**config.mk**
```make
export PLATFORM = sky130hd
export DESIGN_NAME = wb_interconnect_nx
export DESIGN_NICKNAME = d
export VERILOG_FILES = /design/src/rtl/wb_interconnect_nx.sv
export SDC_FILE = /design/constraint.sdc
export NUM_CORES = 1
export LEC_CHECK = 0
export CORE_AREA = 2 2 165 167
export CTS_CLUSTER_DIAMETER = 80
export CTS_CLUSTER_SIZE = 30
export DETAILED_ROUTE_END_ITERATION = 8
export DIE_AREA = 0 0 167 169
export GPL_TIMING_DRIVEN = 0
export SYNTH_ARGS = -nofsm -noshare
export SYNTH_HDL_FRONTEND = slang
export SYNTH_SLANG_ARGS = --single-unit
```
**constraint.sdc**
```tcl
create_clock -name wb_clk_i -period 1.9 [get_ports wb_clk_i]
set_clock_uncertainty 0.1 [all_clocks]
set_input_delay 0.285 -clock wb_clk_i [delete_from_list [all_inputs] [get_ports wb_clk_i]]
set_output_delay 0.285 -clock wb_clk_i [all_outputs]
set_load 0.05 [all_outputs]
```
**src/rtl/wb_interconnect_nx.sv**
```systemverilog
// wb_interconnect_nx: single-master, N-slave Wishbone interconnect.
// It decodes the master address against base/mask pairs, with the lowest
// matching index winning. The selected slave is held for the whole
// transaction, and its data/ack/err are muxed back to the master.
// An unmapped access gets a one-cycle bus error. A slave that never answers
// is aborted by a watchdog. The first fault is latched in a sticky register.
module wb_interconnect_nx #(
    parameter int                       NUM_SLAVES     = 6,
    parameter logic [NUM_SLAVES*32-1:0] SLAVE_BASE     = {NUM_SLAVES{32'h0}},
    parameter logic [NUM_SLAVES*32-1:0] SLAVE_MASK     = {NUM_SLAVES{32'h0}},
    parameter int                       TIMEOUT_CYCLES = 255
) (
    input  logic                     wb_clk_i,
    input  logic                     wb_rst_i,
    input  logic [31:0]              m_adr_i,
    input  logic [31:0]              m_dat_i,
    output logic [31:0]              m_dat_o,
    input  logic                     m_we_i,
    input  logic [3:0]               m_sel_i,
    input  logic                     m_stb_i,
    input  logic                     m_cyc_i,
    output logic                     m_ack_o,
    output logic                     m_err_o,
    output logic [31:0]              s_adr_o,
    output logic [31:0]              s_dat_o,
    output logic                     s_we_o,
    output logic [3:0]               s_sel_o,
    output logic [NUM_SLAVES-1:0]    s_stb_o,
    output logic [NUM_SLAVES-1:0]    s_cyc_o,
    input  logic [NUM_SLAVES*32-1:0] s_dat_i,
    input  logic [NUM_SLAVES-1:0]    s_ack_i,
    input  logic [NUM_SLAVES-1:0]    s_err_i,
    input  logic                     fault_clr_i,
    output logic                     fault_valid_o,
    output logic [1:0]               fault_code_o,
    output logic [31:0]              fault_adr_o
);

    localparam int IDX_W = (NUM_SLAVES > 1) ? $clog2(NUM_SLAVES) : 1;
    localparam int CNT_W = (TIMEOUT_CYCLES > 0) ? $clog2(TIMEOUT_CYCLES + 1) : 1;
    localparam logic [CNT_W-1:0] CNT_LIMIT = CNT_W'(TIMEOUT_CYCLES);

    typedef enum logic [1:0] {
        ST_IDLE   = 2'd0,
        ST_ACTIVE = 2'd1,
        ST_ERR    = 2'd2
    } state_e;

    typedef enum logic [1:0] {
        FC_NONE      = 2'b00,
        FC_UNMAPPED  = 2'b01,
        FC_TIMEOUT   = 2'b10,
        FC_SLAVE_ERR = 2'b11
    } fault_code_e;

    state_e             state_q, state_d;
    logic [IDX_W-1:0]   idx_q, idx_d;
    logic [CNT_W-1:0]   cnt_q, cnt_d;
    logic               fault_valid_q, fault_valid_d;
    fault_code_e        fault_code_q, fault_code_d;
    logic [31:0]        fault_adr_q, fault_adr_d;

    logic               dec_hit;
    logic [IDX_W-1:0]   dec_idx;
    logic               fault_evt;
    fault_code_e        fault_evt_code;
    logic [31:0]        s_dat_arr [NUM_SLAVES];

    // Request qualifiers and payload go straight through to every slave.
    assign s_adr_o = m_adr_i;
    assign s_dat_o = m_dat_i;
    assign s_we_o  = m_we_i;
    assign s_sel_o = m_sel_i;

    for (genvar g = 0; g < NUM_SLAVES; g++) begin : g_unpack
        assign s_dat_arr[g] = s_dat_i[32*g +: 32];
    end

    // Address decode: scan from the top so the lowest matching index is the last one written.
    // NOTE: every signal driven here is given a default first, so no path leaves it unassigned and no latch is inferred.
    always_comb begin
        dec_hit = 1'b0;
        dec_idx = '0;
        for (int i = NUM_SLAVES - 1; i >= 0; i--) begin
            if ((m_adr_i & SLAVE_MASK[32*i +: 32]) == SLAVE_BASE[32*i +: 32]) begin
                dec_hit = 1'b1;
                dec_idx = IDX_W'(i);
            end
        end
    end

    // Transaction FSM: next state, watchdog, fault events and all bus outputs.
    always_comb begin
        state_d        = state_q;
        idx_d          = idx_q;
        cnt_d          = cnt_q;
        fault_evt      = 1'b0;
        fault_evt_code = FC_NONE;
        m_ack_o        = 1'b0;
        m_err_o        = 1'b0;
        m_dat_o        = '0;
        s_stb_o        = '0;
        s_cyc_o        = '0;
        case (state_q)
            ST_IDLE: begin
                if (m_cyc_i && m_stb_i) begin
                    if (dec_hit) begin
                        idx_d   = dec_idx;
                        cnt_d   = '0;
                        state_d = ST_ACTIVE;
                    end else begin
                        state_d        = ST_ERR;
                        fault_evt      = 1'b1;
                        fault_evt_code = FC_UNMAPPED;
                    end
                end
            end
            ST_ACTIVE: begin
                // Gating stb with cyc makes a master abort drop the slave strobe in the same cycle.
                s_stb_o[idx_q] = m_stb_i & m_cyc_i;
                s_cyc_o[idx_q] = m_cyc_i;
                m_dat_o        = s_dat_arr[idx_q];
                m_ack_o        = s_ack_i[idx_q];
                m_err_o        = s_err_i[idx_q];
                if (!m_cyc_i) begin
                    state_d = ST_IDLE;
                end else if (s_ack_i[idx_q] || s_err_i[idx_q]) begin
                    state_d = ST_IDLE;
                    if (s_err_i[idx_q]) begin
                        fault_evt      = 1'b1;
                        fault_evt_code = FC_SLAVE_ERR;
                    end
                end else if (TIMEOUT_CYCLES != 0) begin
                    cnt_d = cnt_q + 1'b1;
                    if (cnt_d == CNT_LIMIT) begin
                        state_d        = ST_ERR;
                        fault_evt      = 1'b1;
                        fault_evt_code = FC_TIMEOUT;
                    end
                end
            end
            ST_ERR: begin
                m_err_o = 1'b1;
                state_d = ST_IDLE;
            end
            default: state_d = ST_IDLE;
        endcase
    end

    // Sticky fault register: the first fault wins, and a new fault beats a coincident clear.
    always_comb begin
        fault_valid_d = fault_valid_q;
        fault_code_d  = fault_code_q;
        fault_adr_d   = fault_adr_q;
        if (fault_evt && (!fault_valid_q || fault_clr_i)) begin
            fault_valid_d = 1'b1;
            fault_code_d  = fault_evt_code;
            fault_adr_d   = m_adr_i;
        end else if (fault_clr_i) begin
            fault_valid_d = 1'b0;
            fault_code_d  = FC_NONE;
            fault_adr_d   = '0;
        end
    end

    // State, selected index, watchdog counter and fault register flops.
    // NOTE: sequential state uses non-blocking assignments so every flop samples pre-edge values.
    always_ff @(posedge wb_clk_i or negedge wb_rst_i) begin
        if (!wb_rst_i) begin
            state_q       <= ST_IDLE;
            idx_q         <= '0;
            cnt_q         <= '0;
            fault_valid_q <= 1'b0;
            fault_code_q  <= FC_NONE;
            fault_adr_q   <= '0;
        end else begin
            state_q       <= state_d;
            idx_q         <= idx_d;
            cnt_q         <= cnt_d;
            fault_valid_q <= fault_valid_d;
            fault_code_q  <= fault_code_d;
            fault_adr_q   <= fault_adr_d;
        end
    end

    assign fault_valid_o = fault_valid_q;
    assign fault_code_o  = fault_code_q;
    assign fault_adr_o   = fault_adr_q;

endmodule

```
# Yosys cells after proc, flatten, opt, wreduce, memory -nomap -nowiden
# Cells that the tools add are included.
[totals] regBits=45 out_inout_bits=150
[classes] bitwise=1 n_mux=30 addsub=1 n_reduce_logical=10 eq_ne=7
[op_table] operator="two-way mux 32 bit" count=3
[op_table] operator="two-way mux 8 bit" count=3
[op_table] operator="two-way mux 2 bit" count=11
[op_table] operator="one-hot mux 8 bit (2 select lines)" count=1
[op_table] operator="two-way mux 1 bit" count=10
[op_table] operator="adder 8 x 1 -> 8 bit, second input constant" count=1
[op_table] operator="== test 8 bit, second input constant" count=1
[op_table] operator="!= test 2 bit, second input constant" count=3
[op_table] operator="!= test 4 bit, second input constant" count=1
[op_table] operator="one-hot mux 2 bit (2 select lines)" count=1
[op_table] operator="AND reduction 4 bit" count=1
[op_table] operator="nonzero test 2 bit" count=2
[op_table] operator="== test 2 x 1 -> 1 bit, second input constant" count=1
[op_table] operator="== test 2 bit, second input constant" count=1
[op_table] operator="logical AND 1 bit" count=2
[op_table] operator="logical NOT 2 bit" count=1
[op_table] operator="logical OR 1 bit" count=2
[op_table] operator="one-hot mux 1 bit (2 select lines)" count=1
[op_table] operator="AND reduction 2 bit" count=1
[op_table] operator="AND 1 bit" count=1
[op_table] operator="logical NOT 1 bit" count=1

# Longest topological paths before layout
[logic_depth] depth_word=8 mapped_depth=9 depth_no_buf=8

# Worst setup path before layout
# OpenSTA, ideal clock, no wires.
[synth_path] kind="reg-to-output" startpoint="register state_q[1]" endpoint="output m_err_o" path_slack_ns=-0.133 t_arrival_ns=1.648 stages_incl_launch_ff=6 cell_sequence="dfrtp_1 -> inv_1 -> ha_1 -> clkbuf_1 -> a21oi_1 -> nor2b_1"
[synth_via] elab_chain_len=2 elab_cells_between_ends=3 cone_classes="eq/ne: 2; mux: 1"
[synth_lines] element="start: declaration" line="56" rtl="state_e state_q, state_d;"
[synth_lines] element="start signal: assignment" line="177" rtl="state_q <= state_d;"
[synth_lines] element="== test 2 bit or == test 2 x 1 -> 1 bit (tied branches)" line="104" rtl="case (state_q)"
[synth_lines] element="one-hot mux 1 bit (2 select lines) *" line="104"
[synth_lines] element="end: declaration" line="23" rtl="output logic m_err_o,"
# Mark *: on every way between the ends. The rest lies on a longest branch, timed or not.

# Final worst setup path
[layout_path] startpoint="register cnt_q[0]" endpoint="register fault_adr_q[15], in the netlist fault_adr_o[15]"
[layout_via] elab_chain_len=8 elab_cells_between_ends=9 cone_classes="add/sub: 1; eq/ne: 1; mux: 5; reduce/logical: 2"
[layout_lines] element="start: declaration" line="58" rtl="logic [CNT_W-1:0] cnt_q, cnt_d;"
[layout_lines] element="start signal: assignment" line="179" rtl="cnt_q <= cnt_d;"
[layout_lines] element="adder 8 x 1 -> 8 bit *" line="134" rtl="cnt_d = cnt_q + 1'b1;"
[layout_lines] element="== test 8 bit *" line="135" rtl="if (cnt_d == CNT_LIMIT) begin"
[layout_lines] element="two-way mux 1 bit *" line="135"
[layout_lines] element="two-way mux 1 bit *" line="127" rtl="end else if (s_ack_i[idx_q] || s_err_i[idx_q]) begin"
[layout_lines] element="two-way mux 1 bit *" line="125" rtl="if (!m_cyc_i) begin"
[layout_lines] element="two-way mux 1 bit *"
[layout_lines] element="logical AND 1 bit *" line="155" rtl="if (fault_evt && (!fault_valid_q || fault_clr_i)) begin"
[layout_lines] element="two-way mux 32 bit or nonzero test 2 bit (tied branches)"
[layout_lines] element="end signal: assignment" line="182" rtl="fault_adr_q <= fault_adr_d;"
[layout_lines] element="end: declaration" line="61" rtl="logic [31:0] fault_adr_q, fault_adr_d;"
# Marks and branches as above.
# A chain may end at the register's enable or synchronous reset.

==> results.py <==
metrics = {
    "run_status": {
        "status": "finished, violations left",
        "violations": "setup timing",
    },
    "floorplanning": {
        "std_cell_rows": 60,
        "io_pins": 428,
        "initial_core_util_pct": 10.8,
        "fp.dieH_um": 169,
        "die_x_um": 167,
        "core-area_um2": 26500,
        "die-area_um2": 28200,
    },
    "cts": {
        "clk_pin_slew_ns": 0.07,
        "htreeDepth": 2,
        "cts_sinks": 44,
        "numCtsBuffers": 5,
        "insertion_delay_ns": 0.30,
        "clockBufferDepth": 2,
        "cts_root_buffer": "clkbuf_16",
        "tritoncts": "yes",
    },
    "placement": {
        "post-place-cells": 847,
        "io_buffer_count": 210,
        "dp_hpwl_um": 8690,
        "postPlaceCellArea_um2": 5480,
        "place_congestion": 0.683,
    },
    "route": {
        "drc": 0,
        "ant_nets": 0,
        "drt_iter0_drc": 128,
        "vias": 2916,
        "dr.pass1.iters": 4,
        "wl_um": 11600,
        "viasPerCell": 3.33,
        "wl_per_cell_um": 13.3,
    },
    "power": {
        "pwr-share-clk_pct": 17.4,
        "pwr-share-comb_pct": 63.5,
        "p_sw_share_pct": 44.2,
        "power_density_nw_per_um2": 966,
        "leakagePower_nw": 2.92,
        "switching_power_mw": 2.65,
        "intPower_mw": 3.34,
        "peakVddDrop_uv": 325,
        "p_seq_share_pct": 19.1,
    },
    "timing": {
        "max_freq_mhz": 487,
        "drv_slew": 0,
        "finalHoldViolations": 0,
        "tightest_slew_ns": 0.570,
        "rsz0062_at_grt": "yes",
        "relSlewSlack_pct": 62.2,
        "finalSetupViolations": 53,
        "timing.final.ws_setup_ns": -0.152,
        "finalCritPeriodShare_pct": 108,
        "fin_crit_ns": 2.05,
    },
    "synthesis": {
        "yosys.area.top_type": "dfrtp_1",
        "synth-seq-area-share_pct": 38.5,
        "ys_seq_elements": 44,
        "synth_edf_count": 0,
        "yosysMostFrequentCell": "buf_4",
        "yosysWarnings": 0,
        "synthesis.instances": 286,
        "ys_async_sr_fraction_pct": 100,
        "synthFlopType": "dfrtp_1",
        "netlist.area_leader.share_pct": 38.5,
        "netlist_top_cells_count": "buf_4, dfrtp_1, and2_1",
        "syn_area_per_cell_um2": 10.0,
        "synth_area_leaders": "dfrtp_1, buf_4, a32o_2",
        "synth_cell_types": 38,
        "synth_area_um2": 2860,
    },
    "layout": {
        "nFillCells": 2863,
        "syn_to_final_growth_pct": 117,
        "design_area_um2": 6200,
        "diodes": 0,
        "regArea_um2": 1100,
        "drive_gt1_share_pct": 41.8,
        "nNetsFinal": 816,
        "utilization_pct": 23.4,
        "multi_input_area_um2": 1220,
        "finalNonFillerCells": 875,
    },
    "worst_setup_path": {
        "rrSetupSlack_ns": -0.15,
        "start_kind": "flip-flop",
        "worstSetupEndpointType": "flip-flop",
        "crit_fanout": 8,
        "worst_r2r_startpoint": "cnt_q[0]",
        "critical_path_class": "reg -> reg",
        "crit_start": "cnt_q[0]",
        "cp.required_ns": 1.99,
        "crit_arrival_ns": 2.14,
    },
    "global_routing": {
        "grt_pass1_vias": 2865,
        "grt_pass1_wl_um": 16900,
        "grt_max_degree": 27,
        "antenna_found_initial": 0,
        "grt-ovfl-total": 0,
        "grt.total_usage_pct": 7.74,
    },
    "worst_hold_path": {
        "hp-class": "in -> async",
    },
    "job": {
        "drv_cap": 0,
    },
}
[final cells by class]
cell class / instances / area share (%)
buffer: 93 / 12.3
tap: 341 / 6.88
multi-input combinational: 151 / 19.8
clock inverter: 3 / 0.747
timing repair buffer: 232 / 40.1
sequential: 44 / 17.8
inverter: 6 / 0.363
clock buffer: 5 / 2.02
[routing by layer]
layer | up-vias | part of all wire [%] | track usage, %
li1 | 1407 | - | -
met1 | 1391 | 41 | 9.30
met2 | 110 | 52 | 13.6
met3 | 8 | 6.9 | 2.36
met4 | 0 | 0.79 | 1.69
met5 | - | 0 | 0
[state kept, by name, indices dropped and copies added (netlist names)]
signal and cells:
fault_valid_o 1, state_q 2, cnt_q 8, fault_code_o 1
fault_adr_o 32
[power by group through the flow]
stage,clock [mW],combinational (mW),sequential (mW)
global route,1.14,3.97,1.16
finish,1.04,3.80,1.14
global placement,0,3.10,1.16
floorplan,0,1.65,1.53
detailed placement,0,3.10,1.16
CTS,1.10,3.76,1.14
[logic make-up after synthesis]
logic type      synth area share [%]
buf+inv                         24.6
simple gates                    14.7
compound gates                  18.0
flops                           38.5
fa+ha+maj                       2.19
xor+xnor                        1.53
other cells                    0.131
mux                            0.350
[final timing paths]
path,to,cells past startpoint
max reg2reg,fault_adr_o[15],9
max,fault_adr_o[15],9
min in group wb_clk_i,fault_adr_o[29],1
max in group asynchronous,fault_adr_o[11],3
min reg2reg,fault_adr_o[29],1
min,cnt_q[7],2
[metrics by stage]
| step | setup WS [ns] | TNS [ns] | total power, mW | hold slack (ns) |
|---|---|---|---|---|
| after floorplan | -0.0564 | -1.66 | 3.18 | -0.111 |
| after detailed placement | -0.916 | -50.97 | 4.27 | 0.190 |
| final | -0.152 | -4.43 | 5.99 | 0.388 |
| after CTS | -0.204 | -6.49 | 6.01 | 0.407 |
| after global routing | -0.240 | -8.87 | 6.26 | 0.433 |
| after global placement | -0.948 | -91.75 | 4.25 | 0.412 |
[cell usage in the layout, fill, tap and decap left out, types with 4 or more instances in the layout]
cell type / instances
clkdlybuf4s50_1: 133
buf_4: 92
dfrtp_1: 41
buf_8: 40
dlygate4sd2_1: 35
and2_4: 30
a32o_2: 21
nand2_1: 13
a32o_1: 11
o21ai_0: 10
conb_1: 10
clkbuf_16: 6
nand3_1: 6
buf_6: 6
inv_1: 5
a21oi_1: 5
nor2b_1: 4
dlymetal6s2s_1: 4
[worst max-delay path, stage by stage, from the launching register on]
cell and delay (ns):
dfrtp_2 0.43, ha_4 0.18, nor2b_1 0.12, a21o_1 0.15, a31o_1 0.22, nand4_1 0.15
a21boi_4 0.08, buf_12 0.16, buf_8 0.13, a32o_2 0.22
[timing repair]
item                                    in CTS  in global routing
resized for setup                          377                 23
hold buffers                                 1                  0
cloned                                       8                  0
pin swaps                                   10                  3
hold endpoints to repair                    18                  0
endpoints found under the setup margin     112                 77
setup buffers                               12                  2
Power figures use the tool's default switching activity.
